### config.mk
export PLATFORM = sky130hd
export DESIGN_NAME = nrzi_unstuff_rx
export DESIGN_NICKNAME = d
export VERILOG_FILES = /design/src/rtl/nrzi_unstuff_rx.sv
export SDC_FILE = /design/constraint.sdc
export NUM_CORES = 1
export LEC_CHECK = 0
export CAP_MARGIN = 15
export CELL_PAD_IN_SITES_DETAIL_PLACEMENT = 0
export CELL_PAD_IN_SITES_GLOBAL_PLACEMENT = 1
export CORE_MARGIN = 2
export CORE_UTILIZATION = 25
export DETAILED_ROUTE_END_ITERATION = 10
export PLACE_DENSITY = 0.53
export SLEW_MARGIN = 20
export SYNTH_ARGS = -nofsm -noshare
export SYNTH_HDL_FRONTEND = slang
export SYNTH_SLANG_ARGS = --single-unit
export TNS_END_PERCENT = 100
### constraint.sdc
create_clock -name clk -period 3.62 [get_ports clk]
set_clock_uncertainty 0.2 [all_clocks]
set_input_delay 0.724 -clock clk [delete_from_list [all_inputs] [get_ports clk]]
set_output_delay 0.724 -clock clk [all_outputs]
set_load 0.05 [all_outputs]
### src/rtl/nrzi_unstuff_rx.sv
// USB receive front end: NRZI decode, bit unstuffing, EOP/line-error detect, LSB-first deserialiser.
// Define NRZI_UNSTUFF_EN to enable stuff-bit removal and stuff_err; otherwise every J/K bit is emitted.
module nrzi_unstuff_rx #(
    parameter int DATA_W      = 8,
    parameter int STUFF_LEN   = 6,
    parameter int EOP_SE0_MIN = 2
) (
    input  logic              clk,
    input  logic              n_rst,
    input  logic              d_plus,
    input  logic              d_minus,
    input  logic              shift_enable,
    output logic              d_orig,
    output logic              bit_valid,
    output logic [DATA_W-1:0] word_data,
    output logic              word_valid,
    output logic              eop,
    output logic              stuff_err,
    output logic              line_err
);

    localparam int CW = $clog2(DATA_W);
    localparam int SW = $clog2(EOP_SE0_MIN + 1);
    localparam logic [CW-1:0] LAST_BIT = CW'(DATA_W - 1);
    localparam logic [SW-1:0] SE0_SAT  = SW'(EOP_SE0_MIN);

    logic              prev_level, prev_level_n;
    logic [CW-1:0]     bit_cnt, bit_cnt_n;
    logic [SW-1:0]     se0_cnt, se0_cnt_n;
    logic [DATA_W-1:0] sr, sr_n, word_n;
    logic              d_orig_n, bit_valid_n, word_valid_n;
    logic              eop_n, stuff_err_n, line_err_n;
    logic              se0, se1, level, dec_bit, emit;

`ifdef NRZI_UNSTUFF_EN
    localparam int OW = $clog2(STUFF_LEN + 1);
    localparam logic [OW-1:0] ONES_MAX = OW'(STUFF_LEN);
    logic [OW-1:0] ones_cnt, ones_cnt_n;
`endif

    // J is encoded as 1 so the level is simply d_plus
    assign se0     = !d_plus && !d_minus;
    assign se1     = d_plus && d_minus;
    assign level   = d_plus;
    assign dec_bit = (level == prev_level);

    always_comb begin
        prev_level_n = prev_level;
        bit_cnt_n    = bit_cnt;
        se0_cnt_n    = se0_cnt;
        sr_n         = sr;
        word_n       = word_data;
        d_orig_n     = d_orig;
        bit_valid_n  = 1'b0;
        word_valid_n = 1'b0;
        eop_n        = 1'b0;
        stuff_err_n  = 1'b0;
        line_err_n   = 1'b0;
        emit         = 1'b0;
`ifdef NRZI_UNSTUFF_EN
        ones_cnt_n   = ones_cnt;
`endif
        if (shift_enable) begin
            if (se1) begin
                line_err_n = 1'b1;
            end else if (se0) begin
                if (se0_cnt != SE0_SAT) se0_cnt_n = se0_cnt + 1'b1;
            end else if (se0_cnt != '0) begin
                // first J/K after an SE0 run: either a clean EOP or an error
                prev_level_n = level;
                bit_cnt_n    = '0;
                se0_cnt_n    = '0;
                sr_n         = '0;
`ifdef NRZI_UNSTUFF_EN
                ones_cnt_n   = '0;
`endif
                if (se0_cnt == SE0_SAT && level) eop_n = 1'b1;
                else line_err_n = 1'b1;
            end else begin
                prev_level_n = level;
`ifdef NRZI_UNSTUFF_EN
                if (ones_cnt == ONES_MAX) begin
                    ones_cnt_n = '0;
                    if (dec_bit) begin
                        stuff_err_n = 1'b1;
                        bit_cnt_n   = '0;
                        sr_n        = '0;
                    end
                end else begin
                    emit       = 1'b1;
                    ones_cnt_n = dec_bit ? ones_cnt + 1'b1 : '0;
                end
`else
                emit = 1'b1;
`endif
            end
        end
        if (emit) begin
            d_orig_n      = dec_bit;
            bit_valid_n   = 1'b1;
            sr_n[bit_cnt] = dec_bit;
            if (bit_cnt == LAST_BIT) begin
                word_n       = sr_n;
                word_valid_n = 1'b1;
                bit_cnt_n    = '0;
            end else begin
                bit_cnt_n = bit_cnt + 1'b1;
            end
        end
    end

    always_ff @(posedge clk or negedge n_rst) begin
        if (!n_rst) begin
            prev_level <= 1'b1;
            bit_cnt    <= '0;
            se0_cnt    <= '0;
            sr         <= '0;
            word_data  <= '0;
            d_orig     <= 1'b1;
            bit_valid  <= 1'b0;
            word_valid <= 1'b0;
            eop        <= 1'b0;
            stuff_err  <= 1'b0;
            line_err   <= 1'b0;
`ifdef NRZI_UNSTUFF_EN
            ones_cnt   <= '0;
`endif
        end else begin
            prev_level <= prev_level_n;
            bit_cnt    <= bit_cnt_n;
            se0_cnt    <= se0_cnt_n;
            sr         <= sr_n;
            word_data  <= word_n;
            d_orig     <= d_orig_n;
            bit_valid  <= bit_valid_n;
            word_valid <= word_valid_n;
            eop        <= eop_n;
            stuff_err  <= stuff_err_n;
            line_err   <= line_err_n;
`ifdef NRZI_UNSTUFF_EN
            ones_cnt   <= ones_cnt_n;
`endif
        end
    end

endmodule

==> tab_implementation.tex, run 1 <==
\begin{tabular}{lr}
\hline
Metric & Value \\
\hline
\multicolumn{2}{l}{\textbf{Power}} \\
Maximum VDD drop & 186 uV \\
Power density over the cells & 793 nW/um\^{}2 \\
Total power after layout & about 1400 uW \\
Leakage power & between 0.0007 and 0.0008 uW \\
\multicolumn{2}{l}{\textbf{Yosys}} \\
Main combinational cell family by area after synthesis & simple AND/OR/NAND/NOR gates \\
XOR/XNOR share of the synthesized area & 0.0112 \\
Synthesized net count & 167 \\
Sequential fraction of the synthesis area & 0.466 \\
EDFF count, synth & 0 \\
Warnings from Yosys & 0 \\
Arithmetic-cell share of the synthesized area counting full adders, half adders and majority gates & 0.0515 \\
Share of the synthesized area in compound gates (AO/OA/AOI/OAI) & 0.115 \\
Avg Inst Size Synth & 9.34 um\^{}2 \\
Count of state elements after synthesis & 27 \\
Mux cell area share after synthesis & 0.00773 \\
Async set-or-reset flop fraction in the synthesized netlist & 1.00 \\
Synth unique cells & 34 \\
Most frequent cell after synthesis & sky130\_fd\_sc\_hd\_\_nand2\_1 \\
Area leader, netlist & sky130\_fd\_sc\_hd\_\_dfrtp\_1 \\
Instance count of the mapped netlist & 156 \\
Synth area leaders & sky130\_fd\_sc\_hd\_\_dfrtp\_1 (43\%), sky130\_fd\_sc\_hd\_\_nand2\_1 (7.5\%), sky130\_fd\_sc\_hd\_\_ha\_1 (5.2\%), sky130\_fd\_sc\_hd\_\_nand3\_1 (4.8\%), sky130\_fd\_sc\_hd\_\_dfstp\_2 (3.6\%) \\
Area fraction of the dominant cell type after synthesis & 0.430 \\
Syn Std Cell Area & between 1000 and 1500 um\^{}2 \\
Main flop type after synthesis & sky130\_fd\_sc\_hd\_\_dfrtp\_1 \\
Leading cell types by count after synthesis & sky130\_fd\_sc\_hd\_\_nand2\_1 (29), sky130\_fd\_sc\_hd\_\_dfrtp\_1 (25), sky130\_fd\_sc\_hd\_\_nand3\_1 (14) \\
Simple logic cell fraction of the synthesized area & 0.282 \\
\multicolumn{2}{l}{\textbf{Clock tree}} \\
Clk Latency, worst-skew pair & 0.28 ns \\
Number of hold buffers added after cts & 0 \\
Count of instances resized after the clock tree is built & 0 \\
Clock slew seen by the registers of the worst setup and hold paths & 0.10 ns \\
H-tree depth & 1 \\
Library cell used as clock root buffer & sky130\_fd\_sc\_hd\_\_clkbuf\_8 \\
Number of sinks handled by clock tree synthesis & 27 \\
TritonCTS clock tree & built \\
Post-CTS Repair Setup Buffers & 0 \\
Number of clock buffers inserted by TritonCTS & 3 \\
Clock Path Buffers & 2 \\
\multicolumn{2}{l}{\textbf{Setup path}} \\
Origin of the critical flop-to-flop path & bit\_cnt[0] \\
Crit path from & d\_plus \\
Type of element launching the critical path & input pin \\
Required time reported for the critical path endpoint & roughly 3.6 ns \\
Type of the worst setup path & input pin to flop \\
Cells traversed along the worst timing path & clkdlybuf4s50\_1 -> inv\_1 -> ha\_1 -> nor3b\_2 -> buf\_4 -> and2\_0 -> a31oi\_1 \\
Critical path endpoint category & flop \\
Reg-to-reg setup timing slack & 1.23 ns \\
Biggest cell delay along the critical path & 0.60 ns \\
CP top delay family & buffers and inverters \\
Standard cell with the maximum stage delay on the critical path & sky130\_fd\_sc\_hd\_\_clkdlybuf4s50\_1 \\
Worst path arrival time & about 2.8 ns \\
Critical path buffers and inverters & 3 \\
Largest fanout on the critical path & 9 \\
\multicolumn{2}{l}{\textbf{Die}} \\
Number of ports placed on the die boundary & 19 \\
Initial cell density of the core & 0.261 \\
\# rows & 27 \\
Floorplan core area & 5570 um\^{}2 \\
Die Area & $\sim$6500 um\^{}2 \\
Horizontal die dimension & 80.3 um \\
Floorplan die height & 80.3 um \\
\multicolumn{2}{l}{\textbf{Layout}} \\
Combined flip-flop and latch cell area & roughly 680 um\^{}2 \\
Post-Layout Cell Count & 240 \\
Antenna diode count & 0 \\
Number of fill cells in the layout & 577 \\
Fraction of layout cells with a size suffix above 1 & 0.0774 \\
Multi-input combinational cell area & 684 um\^{}2 \\
Number of nets in the layout & 180 \\
Synthesis-to-finish area growth & 18.2\% \\
\multicolumn{2}{l}{\textbf{Hold path}} \\
Worst hold-check path type & flop to flop \\
Hold wc startpoint & se0\_cnt[0] \\
\multicolumn{2}{l}{\textbf{Routing}} \\
Total number of vias & 1173 \\
Top routing layer used & met4 \\
DR DRC count & 0 \\
Total routed wire length on the met1 layer & approximately 1600 um \\
Final WL & 3530 um \\
Average wire per standard cell & 14.7 um \\
Vias/cell & 4.89 \\
Remaining number of nets flagged by the antenna check after routing & 0 \\
Met2 wire length & 1760 um \\
TritonRoute pass-1 iters & 4 \\
DRC marker count from the first detailed-route iteration & 80 \\
Met3 Routed Length & 90 um \\
\multicolumn{2}{l}{\textbf{Timing}} \\
Setup TNS & 0 ns \\
Fmax achieved & 349 MHz \\
Final count of pins violating max slew & 0 \\
Slew of the pin with the lowest slew margin & 0.820 ns \\
Worst slew slack as a fraction of its limit & 0.451 \\
Setup repair after global routing missed its margin & false \\
Number of setup violations in the final report & 0 \\
Min Clock Period, post-route & 2.87 ns \\
Hold Vio Cnt, Final & 0 \\
Final period util & 0.792 \\
\multicolumn{2}{l}{\textbf{Flow run}} \\
Number of maximum-capacitance constraint violations & 0 \\
\multicolumn{2}{l}{\textbf{Global routing}} \\
Vias in the first global route & 1171 \\
Total gr overflow & 0 \\
Antenna violations before repair & 0 \\
Wire length of the first global-routing pass & between 5000 and 6000 um \\
Largest net degree at the start of global routing & 28 \\
Global Route Usage Sum & 0.117 \\
\multicolumn{2}{l}{\textbf{Placed design}} \\
Number of buffers added on ports & 17 \\
DP Cell Count & 236 \\
HPWL Detailed & 2310 um \\
Final weighted congestion of routability-driven global placement & 0.727 \\
\multicolumn{2}{l}{\textbf{Run status}} \\
Result of the run & complete, no violations \\
\hline
\end{tabular}
-- worst paths after layout --
check	to	cells after the start
min in group asynchronous	sr[7]	2
max reg2reg	word_data[7]	5
max in group asynchronous	prev_level	2
min reg2reg	se0_cnt[0]	1
max	word_data[7]	7
min	se0_cnt[0]	1
-- worst register-to-register path: stages (launching register included) --
cell	delay, ns
sky130_fd_sc_hd__dfrtp_1	0.61
sky130_fd_sc_hd__ha_1	0.22
sky130_fd_sc_hd__ha_1	0.15
sky130_fd_sc_hd__and2_1	0.35
sky130_fd_sc_hd__and2_0	0.54
sky130_fd_sc_hd__a31oi_1	0.16
-- stage by stage --
step / util / instance area [um^2] / hold slack (ns) / setup WS, ns
floorplan: - / 1460 / 0.228 / 1.48
global placement: 0.301 / 1680 / 0.263 / 0.520
detailed placement: 0.301 / 1680 / 0.289 / 0.442
CTS: 0.309 / 1720 / 0.306 / 0.738
global route: 0.309 / 1720 / 0.337 / 0.603
finish: 0.309 / 1720 / 0.303 / 0.753
-- cell type report --
type,instances,share of cell area
repair buffers,21,0.116
clock inverters,1,0.00291
well taps,72,0.0523
inverters,6,0.0131
clock buffers,3,0.0240
multi-input cells,110,0.398
flip-flops and latches,27,0.394
-- flip-flops by register name, summed over array words and instances, names as in the netlist --
signal,count
bit_valid,1
eop,1
bit_cnt,3
word_valid,1
line_err,1
sr,8
word_data,8
se0_cnt,2
prev_level,1
d_orig,1
-- cells in the final DEF, fill, tap and decap left out, types with 2 or more instances in the layout --
master | synthesis | routed
sky130_fd_sc_hd__nand4_1 | 8 | 8
sky130_fd_sc_hd__nand2_1 | 29 | 29
sky130_fd_sc_hd__ha_1 | 6 | 6
sky130_fd_sc_hd__buf_4 | 2 | 4
sky130_fd_sc_hd__dfrtp_1 | 25 | 25
sky130_fd_sc_hd__and3_1 | 2 | 2
sky130_fd_sc_hd__clkbuf_8 | 0 | 3
sky130_fd_sc_hd__nor3b_1 | 3 | 3
sky130_fd_sc_hd__a2bb2oi_1 | 4 | 4
sky130_fd_sc_hd__inv_1 | 6 | 6
sky130_fd_sc_hd__nand3_1 | 14 | 14
sky130_fd_sc_hd__a21oi_1 | 8 | 8
sky130_fd_sc_hd__o21ai_1 | 3 | 3
sky130_fd_sc_hd__nand3b_1 | 7 | 7
sky130_fd_sc_hd__dfstp_2 | 2 | 2
sky130_fd_sc_hd__and3b_1 | 3 | 3
sky130_fd_sc_hd__a31oi_1 | 8 | 8
sky130_fd_sc_hd__clkdlybuf4s50_1 | 0 | 17
-- logic make-up (layout without fill, tap and decap cells) --
family          after synthesis  in the layout
flops                        27             27
mux                           1              1
xor+xnor                      1              1
compound gates               27             27
other cells                   1              1
simple gates                 74             74
fa+ha+maj                     6              6
buf+inv                      19             31
-- report_power, final --
part / total [uW] / internal, uW / switching (uW)
Sequential: 528 / 415 / 113
Clock: 179 / 77.3 / 102
Combinational: 659 / 254 / 405
-- routing by layer --
| metal | up-vias | track usage |
|---|---|---|
| met4 | 0 | 0.0458 |
| met3 | 4 | 0.0191 |
| met2 | 15 | 0.195 |
| met5 | - | 0 |
| met1 | 584 | 0.152 |
| li1 | 570 | - |
Note: power is estimated with default switching activity, not from simulation.
==> run 2, diff against run 1 <==
Settings changed: PLACE_DENSITY 0.53 to 0.55.
Clock period 3.62 ns to 2.3 ns, I/O delays scaled along.
==> run 2 against run 1 <==
  * Count of clock-buffer cells in the layout is the same
  * Sequential share of layout area shrank 1.6 points
  * Worst hold slack lost 0.014 ns
  * Wire length shrank 0.34%
  * First-iteration DRC count grew 21%
  * Final cell count grew 4.2%
  * Core utilization grew 1.3 points
  * Largest cell class unchanged
  * Highest routed layer unchanged
==> tab_implementation.tex, run 2 (same netlist as run 1, synthesis figures left out) <==
\begin{tabular}{lr}
\hline
Metric & Value \\
\hline
\multicolumn{2}{l}{\textbf{Hold path}} \\
Worst hold-check path type & flop to flop \\
\multicolumn{2}{l}{\textbf{Clock tree}} \\
Post-CTS Repair Setup Buffers & 0 \\
Library cell used as clock root buffer & sky130\_fd\_sc\_hd\_\_clkbuf\_8 \\
Count of instances resized after the clock tree is built & 0 \\
Number of hold buffers added after cts & 0 \\
Clock Path Buffers & 2 \\
Number of sinks handled by clock tree synthesis & 27 \\
TritonCTS clock tree & built \\
H-tree depth & 1 \\
Clock slew seen by the registers of the worst setup and hold paths & 0.10 ns \\
Clk Latency, worst-skew pair & $\sim$0.27 ns \\
Number of clock buffers inserted by TritonCTS & 3 \\
\multicolumn{2}{l}{\textbf{Timing}} \\
Final period util & 0.954 \\
Fmax achieved & 456 MHz \\
Hold Vio Cnt, Final & 0 \\
Final count of pins violating max slew & 0 \\
Number of setup violations in the final report & 0 \\
Setup repair after global routing missed its margin & true \\
Worst slew slack as a fraction of its limit & 0.434 \\
Slew of the pin with the lowest slew margin & between 0.8 and 0.9 ns \\
Min Clock Period, post-route & 2.19 ns \\
\multicolumn{2}{l}{\textbf{Layout}} \\
Most common library cell in the layout ignoring fill and taps & sky130\_fd\_sc\_hd\_\_nand2\_1 \\
Synthesis-to-finish area growth & 23.4\% \\
Largest registers & sr (8), word\_data (8), bit\_cnt (3) \\
Commonest non-fill, non-tap cells in the layout & sky130\_fd\_sc\_hd\_\_nand2\_1 (29), sky130\_fd\_sc\_hd\_\_dfrtp\_1 (25), sky130\_fd\_sc\_hd\_\_clkdlybuf4s50\_1 (16) \\
Fraction of layout cells with a size suffix above 1 & 0.135 \\
Fin area & roughly 1800 um\^{}2 \\
Number of fill cells in the layout & 576 \\
Number of nets in the layout & 190 \\
Antenna diode count & 0 \\
\multicolumn{2}{l}{\textbf{Routing}} \\
Vias/cell & 4.76 \\
DR DRC count & 0 \\
DRC marker count from the first detailed-route iteration & 97 \\
TritonRoute pass-1 iters & 4 \\
Total number of vias & roughly 1200 \\
Remaining number of nets flagged by the antenna check after routing & 0 \\
Final WL & 3520 um \\
Average wire per standard cell & 14.1 um \\
\multicolumn{2}{l}{\textbf{Setup path}} \\
Standard cell with the maximum stage delay on the critical path & sky130\_fd\_sc\_hd\_\_or4b\_4 \\
Required time reported for the critical path endpoint & roughly 2.3 ns \\
Biggest cell delay along the critical path & 0.65 ns \\
Largest fanout on the critical path & 12 \\
Type of element launching the critical path & input pin \\
Worst path arrival time & approximately 2.2 ns \\
Cells traversed along the worst timing path & clkdlybuf4s50\_1 -> inv\_1 -> ha\_1 -> or4b\_4 -> nand3\_1 -> a31oi\_1 \\
Critical path endpoint category & flop \\
Type of the worst setup path & input pin to flop \\
\multicolumn{2}{l}{\textbf{Power}} \\
Total power after layout & 2180 uW \\
Maximum VDD drop & 332 uV \\
Leakage power & 0.000815 uW \\
Power density over the cells & $\sim$1200 nW/um\^{}2 \\
\multicolumn{2}{l}{\textbf{Die}} \\
Initial cell density of the core & 0.261 \\
Floorplan core area & between 5000 and 6000 um\^{}2 \\
\# rows & 27 \\
Number of ports placed on the die boundary & 19 \\
Floorplan die height & approximately 80 um \\
Die Area & 6450 um\^{}2 \\
Horizontal die dimension & approximately 80 um \\
\multicolumn{2}{l}{\textbf{Placed design}} \\
Cell Area, Placed & 1750 um\^{}2 \\
Number of buffers added on ports & 17 \\
Final weighted congestion of routability-driven global placement & 0.727 \\
HPWL Detailed & 2360 um \\
\multicolumn{2}{l}{\textbf{Flow run}} \\
Number of maximum-capacitance constraint violations & 0 \\
\multicolumn{2}{l}{\textbf{Run status}} \\
Result of the run & complete, no violations \\
\multicolumn{2}{l}{\textbf{Global routing}} \\
Largest net degree at the start of global routing & 28 \\
Vias in the first global route & 1230 \\
Wire length of the first global-routing pass & 5970 um \\
Total gr overflow & 0 \\
Global Route Usage Sum & 0.121 \\
Antenna violations before repair & 0 \\
\hline
\end{tabular}
run 2: changes by cell type in the layout (fill, tap and decap cells not counted), sizes merged:
cell           change
buf               +11
clkdlybuf4s50      -1
clkinv             -1
clkinvlp           +1
run 2: metal layers:
metal	track usage	part of all wire
met5	0	0
met4	0.0458	0.0071
met3	0.0202	0.024
met2	0.194	0.47
met1	0.161	0.50
run 2: report_power, final:
part	internal [uW]	switching [uW]	leakage (uW)	total [uW]
Clock	123	158	0.0000217	281
Sequential	654	129	0.000338	783
Combinational	429	690	0.000455	1120
run 2: stage by stage:
stage                      TNS, ns   util  hold slack (ns)  instances  setup WS (ns)
after detailed placement     -2.57  0.314            0.277        246         -0.189
final                            0  0.322            0.288        250          0.106
after global routing      -0.00276  0.322            0.323        250       -0.00276
after global placement       -2.07  0.314            0.272        246         -0.163
after CTS                        0  0.322            0.296        250          0.108
after floorplan                  0      -          -0.0356        156          0.427
run 2: path summary, 6_finish.rpt:
kind / end / cells after the start / startpoint / slack, ns
min in group asynchronous: sr[5] / 2 / n_rst / 0.35
hold reg to reg: se0_cnt[0] / 1 / se0_cnt[0] / 0.29
setup reg to reg: word_data[5] / 5 / se0_cnt[0] / 0.44
setup / recovery: word_data[5] / 6 / d_plus / 0.11
max in group asynchronous: prev_level / 2 / n_rst / 1.24
hold / removal: se0_cnt[0] / 1 / se0_cnt[0] / 0.29
run 2: final cells by class:
| type | instances | area [um^2] | share of cell area |
|---|---|---|---|
| clock inverter | 1 | 7.51 | 0.00418 |
| sequential | 27 | 678 | 0.377 |
| tap | 72 | 90.1 | 0.0501 |
| timing repair buffer | 31 | 273 | 0.152 |
| clock buffer | 3 | 41.3 | 0.0230 |
| multi-input combinational | 110 | 684 | 0.381 |
| inverter | 6 | 22.5 | 0.0125 |
run 2: critical path, delay by kind of cell:
family,cells,cell delay (ns)
AND/OR/NAND/NOR,2,0.79
buffers and inverters,2,0.57
adder cells (fa/ha/maj),1,0.24
AO/OA/AOI/OAI,1,0.10
